`config.mk`:
```
export PLATFORM = sky130hd
export DESIGN_NAME = uart_fifo_sync_param_flat
export DESIGN_NICKNAME = d
export VERILOG_FILES = /design/src/rtl/uart_fifo_pkg.sv /design/src/rtl/uart_fifo_sync_param_if.sv /design/src/rtl/uart_fifo_mem.sv /design/src/rtl/uart_fifo_sync_param.sv /design/src/flat_wrapper.sv
export SDC_FILE = /design/constraint.sdc
export NUM_CORES = 1
export LEC_CHECK = 0
export ABC_CLOCK_PERIOD_IN_PS = 9070
export CORE_ASPECT_RATIO = 2
export CORE_UTILIZATION = 65
export DETAILED_ROUTE_END_ITERATION = 16
export PLACE_DENSITY = 0.82
export SLEW_MARGIN = 20
export SYNTH_ARGS = -nofsm -noshare
export SYNTH_HDL_FRONTEND = slang
export SYNTH_SLANG_ARGS = --single-unit
```
`constraint.sdc`:
```
create_clock -name clock -period 9.07 [get_ports clock]
set_input_delay 0.907 -clock clock [delete_from_list [all_inputs] [get_ports clock]]
set_output_delay 0.907 -clock clock [all_outputs]
set_load 0.1 [all_outputs]
```
`src/rtl/uart_fifo_pkg.sv`:
```
// Shared definitions for the parametrised UART FIFO: width helpers, status-register
// error bit positions and the reset level. Used by both FIFO build modes (UART_FIFO_FWFT_EN).
package uart_fifo_pkg;

  localparam logic RESET_LEVEL = 1'b0;

  // Bit positions of the sticky error flags inside the APB status register
  localparam int ERR_OVERFLOW_BIT  = 0;
  localparam int ERR_UNDERFLOW_BIT = 1;

  typedef struct packed {
    logic underflow;
    logic overflow;
  } err_flags_t;

  function automatic int fifo_clog2(input int value);
    int result;
    result = 0;
    for (int v = value - 1; v > 0; v = v >> 1) begin
      result = result + 1;
    end
    return result;
  endfunction

  function automatic int ptr_width(input int depth);
    return fifo_clog2(depth);
  endfunction

  // Count needs one extra bit so that a completely full FIFO (DEPTH) is representable
  function automatic int cnt_width(input int depth);
    return fifo_clog2(depth) + 1;
  endfunction

endpackage

```
`src/rtl/uart_fifo_sync_param_if.sv`:
```
// Handshake/status bundle between the APB register block (master) and the FIFO (slave).
// Identical for both build modes (UART_FIFO_FWFT_EN only changes data_out timing).
interface uart_fifo_sync_param_if
  import uart_fifo_pkg::*;
#(
  parameter int WIDTH = 8,
  parameter int DEPTH = 128
);
  localparam int CW = cnt_width(DEPTH);

  logic [WIDTH-1:0] data_in;
  logic             write_n;
  logic             read_n;
  logic             flush;
  logic             clr_err;
  logic [CW-1:0]    level;
  logic [CW-1:0]    afull_th;
  logic [CW-1:0]    aempty_th;

  logic [WIDTH-1:0] data_out;
  logic             data_valid;
  logic [CW-1:0]    count;
  logic             full;
  logic             empty;
  logic             geq_th;
  logic             afull;
  logic             aempty;
  logic             overflow;
  logic             underflow;

  modport master (
    output data_in, write_n, read_n, flush, clr_err, level, afull_th, aempty_th,
    input  data_out, data_valid, count, full, empty, geq_th, afull, aempty,
           overflow, underflow
  );

  modport slave (
    input  data_in, write_n, read_n, flush, clr_err, level, afull_th, aempty_th,
    output data_out, data_valid, count, full, empty, geq_th, afull, aempty,
           overflow, underflow
  );

endinterface

```
`src/rtl/uart_fifo_mem.sv`:
```
// Simple dual-port WIDTH x DEPTH RAM with synchronous write and registered read.
// No reset so it maps onto LSRAM/uSRAM; read returns the pre-write contents on a collision.
module uart_fifo_mem
  import uart_fifo_pkg::*;
#(
  parameter int WIDTH = 8,
  parameter int DEPTH = 128,
  parameter int AW    = ptr_width(DEPTH)
) (
  input  logic             clock,
  input  logic             wr_en_i,
  input  logic [AW-1:0]    wr_addr_i,
  input  logic [WIDTH-1:0] wr_data_i,
  input  logic             rd_en_i,
  input  logic [AW-1:0]    rd_addr_i,
  output logic [WIDTH-1:0] rd_data_o
);

  logic [WIDTH-1:0] mem_q [DEPTH];
  logic [WIDTH-1:0] rd_data_q;

  always_ff @(posedge clock) begin
    if (wr_en_i) begin
      mem_q[wr_addr_i] <= wr_data_i;
    end
    if (rd_en_i) begin
      rd_data_q <= mem_q[rd_addr_i];
    end
  end

  assign rd_data_o = rd_data_q;

endmodule

```
`src/rtl/uart_fifo_sync_param.sv`:
```
// Parametrised single-clock UART FIFO with occupancy, thresholds, flush and sticky errors.
// Define UART_FIFO_FWFT_EN for first-word-fall-through; default is one-cycle read latency.
module uart_fifo_sync_param
  import uart_fifo_pkg::*;
#(
  parameter int WIDTH = 8,
  parameter int DEPTH = 128
) (
  input  logic                   clock,
  input  logic                   reset_n,
  uart_fifo_sync_param_if.slave  bus
);

  localparam int AW = ptr_width(DEPTH);
  localparam int CW = cnt_width(DEPTH);
  localparam logic [CW-1:0] FULL_COUNT = CW'(DEPTH);

  logic [AW-1:0]    wr_ptr_q, wr_ptr_d;
  logic [AW-1:0]    rd_ptr_q, rd_ptr_d;
  logic [CW-1:0]    count_q, count_d;
  err_flags_t       err_q, err_d;
  logic             valid_q;
  logic             is_full, is_empty;
  logic             rd_acc, wr_acc, ovf_set, unf_set;
  logic             mem_rd_en;
  logic [AW-1:0]    mem_rd_addr;
  logic [WIDTH-1:0] mem_rd_data;
  logic [WIDTH-1:0] data_out;

  assign is_full  = (count_q == FULL_COUNT);
  assign is_empty = (count_q == '0);

  // A read frees a slot in the same cycle, so a full FIFO can still take a write alongside it
  assign rd_acc  = !bus.flush && !bus.read_n && !is_empty;
  assign wr_acc  = !bus.flush && !bus.write_n && (!is_full || rd_acc);
  assign ovf_set = !bus.flush && !bus.write_n && !wr_acc;
  assign unf_set = !bus.flush && !bus.read_n && is_empty;

  always_comb begin
    wr_ptr_d = wr_ptr_q;
    rd_ptr_d = rd_ptr_q;
    count_d  = count_q;
    err_d    = err_q;
    if (bus.clr_err) begin
      err_d = '0;
    end
    if (bus.flush) begin
      wr_ptr_d = '0;
      rd_ptr_d = '0;
      count_d  = '0;
    end else begin
      if (wr_acc) begin
        wr_ptr_d = wr_ptr_q + AW'(1);
      end
      if (rd_acc) begin
        rd_ptr_d = rd_ptr_q + AW'(1);
      end
      if (wr_acc && !rd_acc) begin
        count_d = count_q + CW'(1);
      end else if (rd_acc && !wr_acc) begin
        count_d = count_q - CW'(1);
      end
      if (ovf_set) begin
        err_d.overflow = 1'b1;
      end
      if (unf_set) begin
        err_d.underflow = 1'b1;
      end
    end
  end

  always_ff @(posedge clock) begin
    if (reset_n == RESET_LEVEL) begin
      wr_ptr_q <= '0;
      rd_ptr_q <= '0;
      count_q  <= '0;
      err_q    <= '0;
    end else begin
      wr_ptr_q <= wr_ptr_d;
      rd_ptr_q <= rd_ptr_d;
      count_q  <= count_d;
      err_q    <= err_d;
    end
  end

  uart_fifo_mem #(
    .WIDTH (WIDTH),
    .DEPTH (DEPTH),
    .AW    (AW)
  ) u_mem (
    .clock     (clock),
    .wr_en_i   (wr_acc),
    .wr_addr_i (wr_ptr_q),
    .wr_data_i (bus.data_in),
    .rd_en_i   (mem_rd_en),
    .rd_addr_i (mem_rd_addr),
    .rd_data_o (mem_rd_data)
  );

`ifdef UART_FIFO_FWFT_EN
  logic             byp_sel_d, byp_sel_q;
  logic [WIDTH-1:0] byp_q;
  logic [WIDTH-1:0] hold_q;
  logic [WIDTH-1:0] head;

  // RAM is re-read at the next head address every cycle; a write landing on that
  // address this cycle is not visible through the RAM yet, so it goes via the bypass
  assign mem_rd_en   = 1'b1;
  assign mem_rd_addr = rd_ptr_d;
  assign byp_sel_d   = wr_acc && (wr_ptr_q == rd_ptr_d);
  assign head        = byp_sel_q ? byp_q : mem_rd_data;
  assign data_out    = valid_q ? head : hold_q;

  always_ff @(posedge clock) begin
    if (reset_n == RESET_LEVEL) begin
      byp_sel_q <= 1'b0;
      byp_q     <= '0;
      hold_q    <= '0;
      valid_q   <= 1'b0;
    end else begin
      byp_sel_q <= byp_sel_d;
      if (byp_sel_d) begin
        byp_q <= bus.data_in;
      end
      hold_q  <= data_out;
      valid_q <= (count_d != '0);
    end
  end
`else
  logic seen_q;

  // The RAM output register only moves on a pop, so it already holds between pops;
  // seen_q just masks the unreset RAM output until the first pop after reset
  assign mem_rd_en   = rd_acc;
  assign mem_rd_addr = rd_ptr_q;
  assign data_out    = seen_q ? mem_rd_data : '0;

  always_ff @(posedge clock) begin
    if (reset_n == RESET_LEVEL) begin
      seen_q  <= 1'b0;
      valid_q <= 1'b0;
    end else begin
      if (rd_acc) begin
        seen_q <= 1'b1;
      end
      valid_q <= rd_acc;
    end
  end
`endif

  assign bus.data_out   = data_out;
  assign bus.data_valid = valid_q;
  assign bus.count      = count_q;
  assign bus.full       = is_full;
  assign bus.empty      = is_empty;
  assign bus.geq_th     = (count_q >= bus.level);
  assign bus.afull      = (count_q >= bus.afull_th);
  assign bus.aempty     = (count_q <= bus.aempty_th);
  assign bus.overflow   = err_q[ERR_OVERFLOW_BIT];
  assign bus.underflow  = err_q[ERR_UNDERFLOW_BIT];

endmodule
```
`src/flat_wrapper.sv`:
```
// flat-port wrapper written by rule: the top's interface ports become plain ports
module uart_fifo_sync_param_flat import uart_fifo_pkg::*;
#(
  parameter int WIDTH = 8,
  parameter int DEPTH = 128
)
  (clock, reset_n, bus_data_in, bus_write_n, bus_read_n, bus_flush, bus_clr_err, bus_level, bus_afull_th, bus_aempty_th, bus_data_out, bus_data_valid, bus_count, bus_full, bus_empty, bus_geq_th, bus_afull, bus_aempty, bus_overflow, bus_underflow);
  uart_fifo_sync_param_if #(.WIDTH(WIDTH), .DEPTH(DEPTH)) bus_i ();
  input  logic clock;
  input  logic reset_n;
  input wire logic [$bits(bus_i.data_in)-1:0] bus_data_in;
  input wire logic [$bits(bus_i.write_n)-1:0] bus_write_n;
  input wire logic [$bits(bus_i.read_n)-1:0] bus_read_n;
  input wire logic [$bits(bus_i.flush)-1:0] bus_flush;
  input wire logic [$bits(bus_i.clr_err)-1:0] bus_clr_err;
  input wire logic [$bits(bus_i.level)-1:0] bus_level;
  input wire logic [$bits(bus_i.afull_th)-1:0] bus_afull_th;
  input wire logic [$bits(bus_i.aempty_th)-1:0] bus_aempty_th;
  output wire logic [$bits(bus_i.data_out)-1:0] bus_data_out;
  output wire logic [$bits(bus_i.data_valid)-1:0] bus_data_valid;
  output wire logic [$bits(bus_i.count)-1:0] bus_count;
  output wire logic [$bits(bus_i.full)-1:0] bus_full;
  output wire logic [$bits(bus_i.empty)-1:0] bus_empty;
  output wire logic [$bits(bus_i.geq_th)-1:0] bus_geq_th;
  output wire logic [$bits(bus_i.afull)-1:0] bus_afull;
  output wire logic [$bits(bus_i.aempty)-1:0] bus_aempty;
  output wire logic [$bits(bus_i.overflow)-1:0] bus_overflow;
  output wire logic [$bits(bus_i.underflow)-1:0] bus_underflow;
  assign bus_i.data_in = bus_data_in;
  assign bus_i.write_n = bus_write_n;
  assign bus_i.read_n = bus_read_n;
  assign bus_i.flush = bus_flush;
  assign bus_i.clr_err = bus_clr_err;
  assign bus_i.level = bus_level;
  assign bus_i.afull_th = bus_afull_th;
  assign bus_i.aempty_th = bus_aempty_th;
  assign bus_data_out = bus_i.data_out;
  assign bus_data_valid = bus_i.data_valid;
  assign bus_count = bus_i.count;
  assign bus_full = bus_i.full;
  assign bus_empty = bus_i.empty;
  assign bus_geq_th = bus_i.geq_th;
  assign bus_afull = bus_i.afull;
  assign bus_aempty = bus_i.aempty;
  assign bus_overflow = bus_i.overflow;
  assign bus_underflow = bus_i.underflow;
  uart_fifo_sync_param #(.WIDTH(WIDTH), .DEPTH(DEPTH)) u_core (.clock(clock), .reset_n(reset_n), .bus(bus_i));
endmodule
```
==> results.yml, run 1 <==
grt:
  grt_use_met1_pct: 36.5
  grt_pass1_vias: 22900
  grt.met3_usage_pct: 5.63
  use_met2_pct: 56.2
  antenna_found_initial: 0
  track_usage_pct: 32.8
  grt_pass1_wl_mm: 152
  grt_max_degree: 101
  grt_overflow: 0
  gr-max-usage-layer: "met2"
cells_and_area:
  final_common_cell: "edfxtp_1"
  utilization_pct: 72.0
  fin_cells: 3096
  fin_area_um2: 45900
  num_antenna_cells: 0
  drive_above_1_share_pct: 17.0
  nNetsFinal: 2307
  syn_to_final_growth_pct: 9.37
  final_cell_mix: "1032 x edfxtp_1, 201 x mux4_2, 184 x nor2_1"
logic_synthesis:
  synth_nets: 2238
  synth_ff_type: "edfxtp_1"
  synth.distinct_cells: 63
  synthesis.area_um2: 42000
  async_flop_share_pct: 0
  syn_inst: 2166
  ys_ff_latch: 1058
  yosys_warnings: 0
  synth_area_per_cell_um2: 19.4
  synth_seq_area_share_pct: 75.1
  synth_edf_count: 1032
detailed_routing:
  wl_per_cell_um: 33.9
  first_pass_iters: 6
  drcViolationCount: 0
  viasPerCell: 7.15
  vias: 22100
  routed_wl_mm: 105
  ant_nets: 0
  drt_iter0_drc: 3178
timing:
  fmax_ghz: 0.219
  min_period_ps: 4570
  fin_skew_ps: 24.1
  report.final.slew_viol_count: 0
  worstMarginPinSlew_ps: 1220
  finalSetupViolCount: 0
  slew_headroom_pct: 18.4
  finalHoldViolCount: 0
  setup_tns_ps: 0
  rsz0062_at_grt: "no"
  fin_crit_sh_pct: 50.4
floorplan:
  dieArea_um2: 65700
  chipHeight_um: 361
  num_rows: 131
  die_w_um: 182
  start_util_pct: 65.8
  ios: 62
  coreArea_um2: 63800
job:
  cap_violations: 0
clocking:
  clkTransAtPathRegs_ps: 70
  htree_levels: 3
  postCtsSetupRepairBufs: 0
  cts_buffers: 81
  postCtsHoldBufs: 0
  clock_sinks: 1058
  cts_tree: "done"
  insertion_delay_ps: 640
  cts_resized: 0
  cts_buffer_depth: 3
  cts.root.buffer_cell: "clkbuf_16"
setup_path:
  r2r_slack_ps: 4690
  critPathBufInv: 2
  startpoint_type: "input port"
  critPathMaxStageDelay_ps: 960
  arrival_ps: 3660
  path_cells: "clkdlybuf4s50_1 > ha_1 > nand2b_1 > a21oi_1 > nor2b_1 > o21ai_0 > a21oi_1 > o211ai_1 > nand2_1 > clkdlybuf4s50_1"
  cp_top_family: "buffers and inverters"
  slowest_stage: "clkdlybuf4s50_1"
  path_class: "input port to output pin"
  cp_max_fo: 1
  critPathRequiredTime_ps: 8160
  worst_setup_path_end_kind: "output pin"
placement:
  dp.cells: 2949
  dpl_cell_area_um2: 43200
  portBuffers: 61
  dp_hpwl_mm: 64.7
  place.gp.congestion: 0.923
pwr:
  pwr-share-seq_pct: 56.6
  power_density_nw_per_um2: 207
  p_leak_nw: 13.8
  pwr-share-comb_pct: 4.4
  switching_share_pct: 20.7
  p_total_mw: 9.50
  peakVddDrop_mv: 0.156
  p_int_mw: 7.53
  p_sw_mw: 1.97
  p_clk_share_pct: 39.0
worst_hold_path:
  hp-class: "register to register"
run_status:
  status: "complete, no violations"
worst min-delay path: stages, from the launching register on:
cell and delay (ps):
dfxtp_1 330, a32oi_1 60, nor2b_1 90
kinds of logic after synthesis:
family / synth area share, %
and+or+nand+nor: 3.50
DFF: 75.1
xor gates and xnor gates: 0.334
buffers and inverters: 1.88
AOI/OAI and AO/OA: 3.99
muxes: 14.2
adders and majority gates: 1.03
state kept, by name, summed over array words and instances, names as in the netlist:
register and cells:
u_core.u_mem.rd_data_o 8, u_core.bus.data_valid 1, u_core.wr_ptr_q 7, u_core.seen_q 1, u_core.mem_rd_addr 7, u_core.bus.overflow 1
u_core.bus.count 8, u_core.bus.underflow 1, u_core.u_mem.mem_q 1024
final timing paths:
| path | startpoint | to | cells past startpoint |
|---|---|---|---|
| worst min register to register | u_core.bus.overflow | u_core.bus.overflow | 2 |
| worst max register to register | u_core.mem_rd_addr[1] | u_core.u_mem.rd_data_o[1] | 8 |
| worst min-delay path | u_core.bus.overflow | u_core.bus.overflow | 2 |
| worst max-delay path | bus_afull_th[0] | bus_afull | 10 |
synthesized netlist by cell type (5+ instances only):
| master | n | area share (%) |
|---|---|---|
| a2111oi_0 | 5 | 0.10 |
| nand3_1 | 22 | 0.26 |
| and2_1 | 12 | 0.18 |
| nor2b_1 | 21 | 0.31 |
| nand2_1 | 59 | 0.53 |
| xor2_1 | 9 | 0.19 |
| ha_1 | 33 | 0.98 |
| o221ai_1 | 21 | 0.44 |
| buf_1 | 5 | 0.045 |
| edfxtp_1 | 1032 | 74 |
| a21oi_1 | 61 | 0.73 |
| o21ai_1 | 5 | 0.060 |
| o211ai_1 | 7 | 0.13 |
| o22ai_1 | 23 | 0.34 |
| inv_1 | 28 | 0.25 |
| nor2_1 | 185 | 1.7 |
| a22oi_1 | 34 | 0.61 |
| a221oi_1 | 8 | 0.17 |
| nand2b_1 | 10 | 0.15 |
| dfxtp_1 | 26 | 1.2 |
| mux4_2 | 201 | 11 |
| clkbuf_1 | 31 | 0.28 |
| a211oi_1 | 21 | 0.38 |
| mux2i_1 | 138 | 3.3 |
| nor3_1 | 9 | 0.11 |
| o21ai_0 | 19 | 0.23 |
| buf_2 | 44 | 0.52 |
| xnor2_1 | 7 | 0.15 |
| buf_4 | 8 | 0.14 |
| buf_6 | 20 | 0.54 |
stage by stage:
stage | hold WS, ps | worst slack [ps]
after floorplan | 493 | 4160
after global placement | 509 | 4470
after detailed placement | 498 | 4520
after CTS | 519 | 4520
after global routing | 575 | 4410
final | 516 | 4500
final cells by class:
| type | instances | area (µm²) |
|---|---|---|
| Multi-Input combinational cell | 968 | 9690 |
| Tap cell | 798 | 998 |
| Fill cell | 3485 | 17900 |
| Inverter | 30 | 113 |
| Timing Repair Buffer | 96 | 878 |
| Sequential cell | 1058 | 31500 |
| Clock inverter | 51 | 581 |
| Clock buffer | 95 | 2120 |
metal layers:
metal / up-vias / part of all wire, %
li1: 8924 / -
met3: 451 / 8.4
met1: 11200 / 31
met2: 1571 / 52
met4: 0 / 8.7
met5: - / 0
power by group through the flow:
stage | clock [mW] | sequential, mW | combinational, mW
4_1_cts | 3.71 | 5.38 | 0.416
5_1_grt | 3.87 | 5.38 | 0.437
3_3_place_gp | 0 | 5.49 | 0.398
2_1_floorplan | 0 | 5.51 | 0.223
6_report | 3.71 | 5.38 | 0.417
3_5_place_dp | 0 | 5.49 | 0.413
Note: power is estimated with default switching activity, not from simulation.
==> run 2, diff against run 1 <==
--- a/config.mk
+++ b/config.mk
@@ -5,11 +5,11 @@
 export SDC_FILE = /design/constraint.sdc
 export NUM_CORES = 1
 export LEC_CHECK = 0
-export ABC_CLOCK_PERIOD_IN_PS = 9070
+export ABC_CLOCK_PERIOD_IN_PS = 4760
 export CORE_ASPECT_RATIO = 2
-export CORE_UTILIZATION = 65
+export CORE_UTILIZATION = 62
 export DETAILED_ROUTE_END_ITERATION = 16
-export PLACE_DENSITY = 0.82
+export PLACE_DENSITY = 0.79
 export SLEW_MARGIN = 20
 export SYNTH_ARGS = -nofsm -noshare
 export SYNTH_HDL_FRONTEND = slang
==> constraint.sdc (replaced) <==
create_clock -name clock -period 4.76 [get_ports clock]
set_input_delay 0.476 -clock clock [delete_from_list [all_inputs] [get_ports clock]]
set_output_delay 0.476 -clock clock [all_outputs]
set_load 0.1 [all_outputs]
==> results.yml, run 2 (same netlist as run 1, synthesis figures left out) <==
run_status:
  status: "complete, no violations"
placement:
  dp_hpwl_mm: 66.9
  place.gp.congestion: 0.946
  portBuffers: 61
  dpl_cell_area_um2: 43700
  dp.cells: 3082
worst_hold_path:
  hold_depth: 1
  hp-class: "input port to register"
grt:
  grt_max_degree: 82
  grt_pass1_wl_mm: 153
  antenna_found_initial: 0
  grt_overflow: 0
  grt_pass1_vias: 22800
  track_usage_pct: 32.0
floorplan:
  dieArea_um2: 68800
  num_rows: 134
  chipHeight_um: 370
  ios: 62
  die_w_um: 186
  coreArea_um2: 66900
  start_util_pct: 62.7
cells_and_area:
  fin_cells: 3232
  fill_cells: 3894
  largest_register: "u_core.u_mem.mem_q"
  final_cell_mix: "1032 x edfxtp_1, 201 x mux4_2, 183 x nor2_1"
  final_common_cell: "edfxtp_1"
  syn_to_final_growth_pct: 10.5
  multiInputGateArea_um2: 9690
  regArea_um2: 31500
  largest_register_ffs: 1024
  fin_area_um2: 46400
  drive_above_1_share_pct: 19.1
  nNetsFinal: 2354
  num_antenna_cells: 0
timing:
  rsz0062_at_grt: "no"
  fmax_ghz: 0.254
  setup_tns_ps: 0
  finalSetupViolCount: 0
  fin_crit_sh_pct: 82.6
  worstMarginPinSlew_ps: 1170
  fin_skew_ps: 28.0
  slew_headroom_pct: 22.1
  min_period_ps: 3930
  finalHoldViolCount: 0
  report.final.slew_viol_count: 0
detailed_routing:
  viasPerCell: 6.87
  wl_per_cell_um: 32.9
  drcViolationCount: 0
  ant_nets: 0
  routed_wl_mm: 106
  drt_iter0_drc: 2717
  vias: 22200
  first_pass_iters: 8
clocking:
  cts_buffer_depth: 3
  cts_tree: "done"
  postCtsHoldBufs: 0
  clock_sinks: 1058
  postCtsSetupRepairBufs: 0
  insertion_delay_ps: 670
  cts.root.buffer_cell: "clkbuf_16"
  cts_resized: 0
  htree_levels: 3
  clkTransAtPathRegs_ps: 70
  cts_buffers: 82
pwr:
  peakVddDrop_mv: 0.324
  power_density_nw_per_um2: 390
  p_leak_nw: 14.0
setup_path:
  path_class: "register to output pin"
  arrival_ps: 3460
  worst_setup_path_end_kind: "output pin"
  startpoint_type: "register"
  cp_max_fo: 6
  critPathRequiredTime_ps: 4280
  r2r_cells: 7
job:
  cap_violations: 0
run 2: final cells by class:
cell class,count,share of cell area (%)
clock inverter,60,1.23
clock buffer,90,4.63
sequential,1058,67.9
timing repair buffer,142,2.68
tap,884,2.38
multi-input combinational,968,20.9
inverter,30,0.243
run 2: path summary, 6_finish.rpt:
path / from / slack [ps] / to
worst min register to register: u_core.bus.overflow / 560 / u_core.bus.overflow
worst max register to register: u_core.mem_rd_addr[1] / 1160 / u_core.u_mem.rd_data_o[4]
worst min-delay path: bus_data_in[1] / 350 / u_core.u_mem.mem_q[95][1]
worst max-delay path: u_core.bus.count[0] / 830 / bus_geq_th
run 2: through the flow:
| stage | setup WS (ps) | power (mW) | utilization, % | hold WS [ps] |
|---|---|---|---|---|
| after floorplan | 411 | 10.9 | - | 493 |
| after global placement | 1060 | 11.2 | 65.3 | 504 |
| after detailed placement | 1160 | 11.3 | 65.3 | 535 |
| after CTS | 773 | 18.1 | 69.3 | 340 |
| after global routing | 579 | 18.4 | 69.3 | 356 |
| final | 828 | 18.1 | 69.3 | 351 |
run 2: metal layers:
| metal | global-route usage [%] | part of all wire, % |
|---|---|---|
| met5 | 0 | 0 |
| met4 | 25.3 | 9.2 |
| met3 | 5.80 | 8.6 |
| met2 | 53.5 | 51 |
| met1 | 35.7 | 31 |
run 2: worst max-delay path, stage by stage, from the launching register on:
cell and delay (ps):
dfxtp_1 460, inv_1 140, ha_1 300, nand2b_1 130, a21oi_1 230, nor2b_1 80, o21ai_0 150, a21oi_1 80
o211ai_1 160, nand2_1 70, clkdlybuf4s50_1 970
run 2: power breakdown:
| part | switching, mW | internal, mW | total (mW) | leakage, nW |
|---|---|---|---|---|
| sequential | 0.0245 | 10.2 | 10.2 | 9.49 |
| combinational | 0.549 | 0.262 | 0.811 | 3.25 |
| clock | 3.25 | 3.78 | 7.03 | 1.31 |
==> run 3, diff against run 2 <==
--- a/config.mk
+++ b/config.mk
@@ -5,7 +5,7 @@
 export SDC_FILE = /design/constraint.sdc
 export NUM_CORES = 1
 export LEC_CHECK = 0
-export ABC_CLOCK_PERIOD_IN_PS = 4760
+export ABC_CLOCK_PERIOD_IN_PS = 3900
 export CORE_ASPECT_RATIO = 2
 export CORE_UTILIZATION = 62
 export DETAILED_ROUTE_END_ITERATION = 16
==> constraint.sdc (replaced) <==
create_clock -name clock -period 3.9 [get_ports clock]
set_input_delay 0.39 -clock clock [delete_from_list [all_inputs] [get_ports clock]]
set_output_delay 0.39 -clock clock [all_outputs]
set_load 0.1 [all_outputs]
==> results.yml, run 3 (same netlist as run 1, synthesis figures left out) <==
run_status:
  status: "complete, no violations"
setup_path:
  critPathBufInv: 3
  r2r_end: "u_core.u_mem.rd_data_o[7]"
  path_class: "register to register"
  critPathMaxStageDelay_ps: 580
  cp_top_family: "multiplexers"
  rr_startpoint: "u_core.mem_rd_addr[0]"
  startpoint_type: "register"
  slowest_stage: "dfxtp_4"
  arrival_ps: 3920
  path_cells: "buf_12 > buf_4 > mux4_2 > mux2i_1 > nor2_1 > a2111oi_2 > a211oi_1 > buf_4 > nor4_1 > nor2_1"
  critPathRequiredTime_ps: 4310
  worst_setup_path_end_kind: "register"
  cp_max_fo: 42
  r2r_slack_ps: 390
  r2r_cells: 10
timing:
  setup_tns_ps: 0
  report.final.slew_viol_count: 0
  slew_headroom_pct: 19.3
  min_period_ps: 3510
  fin_skew_ps: 34.5
  finalSetupViolCount: 0
  rsz0062_at_grt: "no"
  fmax_ghz: 0.285
  finalHoldViolCount: 0
  worstMarginPinSlew_ps: 1200
  fin_crit_sh_pct: 90.0
worst_hold_path:
  hp-start: "bus_data_in[3]"
  hold_depth: 1
  whs_endpoint: "u_core.u_mem.mem_q[97][3]"
  hp-class: "input port to register"
cells_and_area:
  syn_to_final_growth_pct: 13.5
  final_common_cell: "edfxtp_1"
  fill_cells: 3740
  largest_register_ffs: 1024
  final_cell_mix: "1032 x edfxtp_1, 248 x buf_4, 201 x mux4_2"
  utilization_pct: 71.2
  largest_register: "u_core.u_mem.mem_q"
  drive_above_1_share_pct: 24.2
  nNetsFinal: 2521
clocking:
  cts.root.buffer_cell: "clkbuf_16"
  clkTransAtPathRegs_ps: 70
  cts_resized: 0
  clock_sinks: 1058
  htree_levels: 3
  cts_tree: "done"
  cts_buffers: 84
  postCtsSetupRepairBufs: 0
  postCtsHoldBufs: 0
  insertion_delay_ps: 680
  cts_buffer_depth: 3
pwr:
  pwr-share-seq_pct: 57.0
  p_int_mw: 17.3
  peakVddDrop_mv: 0.299
  switching_share_pct: 21.1
  p_leak_nw: 14.9
  p_clk_share_pct: 38.4
  power_density_nw_per_um2: 461
  p_total_mw: 22.0
  pwr-share-comb_pct: 4.6
  p_sw_mw: 4.63
grt:
  track_usage_pct: 33.4
  antenna_found_initial: 2
  grt_overflow: 0
  grt_pass1_vias: 23700
  grt_max_degree: 111
  grt_pass1_wl_mm: 158
floorplan:
  die_w_um: 186
  ios: 62
  dieArea_um2: 68800
  coreArea_um2: 66900
  chipHeight_um: 370
  num_rows: 134
  start_util_pct: 62.7
detailed_routing:
  drt_iter0_drc: 2787
  drcViolationCount: 0
  vias: 23100
  viasPerCell: 6.78
  wl_per_cell_um: 32.7
  routed_wl_mm: 111
  ant_nets: 0
  first_pass_iters: 5
placement:
  place.gp.congestion: 1.02
  portBuffers: 61
  dp_hpwl_mm: 70.7
job:
  cap_violations: 0
run 3: cell count changes in the layout (fill, tap and decap cells not counted), sizes merged:
cell	before	now
clkbuf	90	104
diode	0	1
inv	33	31
buf	91	257
clkinvlp	12	6
clkinv	36	35
clkdlybuf4s50	51	50
bufinv	9	6
run 3: power groups by stage:
stage	Sequential [mW]	Combinational, mW	Clock [mW]
after floorplan	12.8	0.523	0
after global placement	12.8	0.968	0
after detailed placement	12.8	0.995	0
after CTS	12.5	1.00	8.44
after global routing	12.5	1.06	8.84
final	12.5	1.01	8.42
run 3: worst max path at each step:
stage | from | to | depth (start not counted)
2_1_floorplan | u_core.bus.count[0] | u_core.bus.count[7] | 14
3_3_place_gp | u_core.mem_rd_addr[0] | u_core.u_mem.rd_data_o[7] | 10
3_5_place_dp | u_core.mem_rd_addr[0] | u_core.u_mem.rd_data_o[7] | 10
4_1_cts | u_core.mem_rd_addr[0] | u_core.u_mem.rd_data_o[7] | 10
5_1_grt | u_core.mem_rd_addr[0] | u_core.u_mem.rd_data_o[7] | 10
6_report | u_core.mem_rd_addr[0] | u_core.u_mem.rd_data_o[7] | 10
run 3: cell type report:
class,count,area [µm²],area share [%]
tap,884,1110,2.32
antenna,1,2.50,0.00525
sequential,1058,31500,66.2
timing repair buffer,307,2540,5.33
clock buffer,104,2240,4.70
clock inverter,48,427,0.895
inverter,30,113,0.236
multi-input combinational,968,9690,20.3
run 3: metal layers:
metal  global-route usage, %  routed length (µm)  vias up
li1                        -                   -     9359
met1                    35.8               33900    11700
met2                    56.8               56900     1601
met3                    6.11                9350      445
met4                    27.6               10900        2
met5                       0                  12        -
run 3: per-stage QoR:
step / std cells / hold slack, ps / cell area, µm² / setup WS (ps)
after floorplan: 2166 / 489 / 42000 / 126
after global placement: 3246 / 510 / 44900 / 492
after detailed placement: 3246 / 503 / 44900 / 409
after CTS: 3398 / 259 / 47600 / 372
after global routing: 3400 / 159 / 47600 / 264
final: 3400 / 152 / 47600 / 390
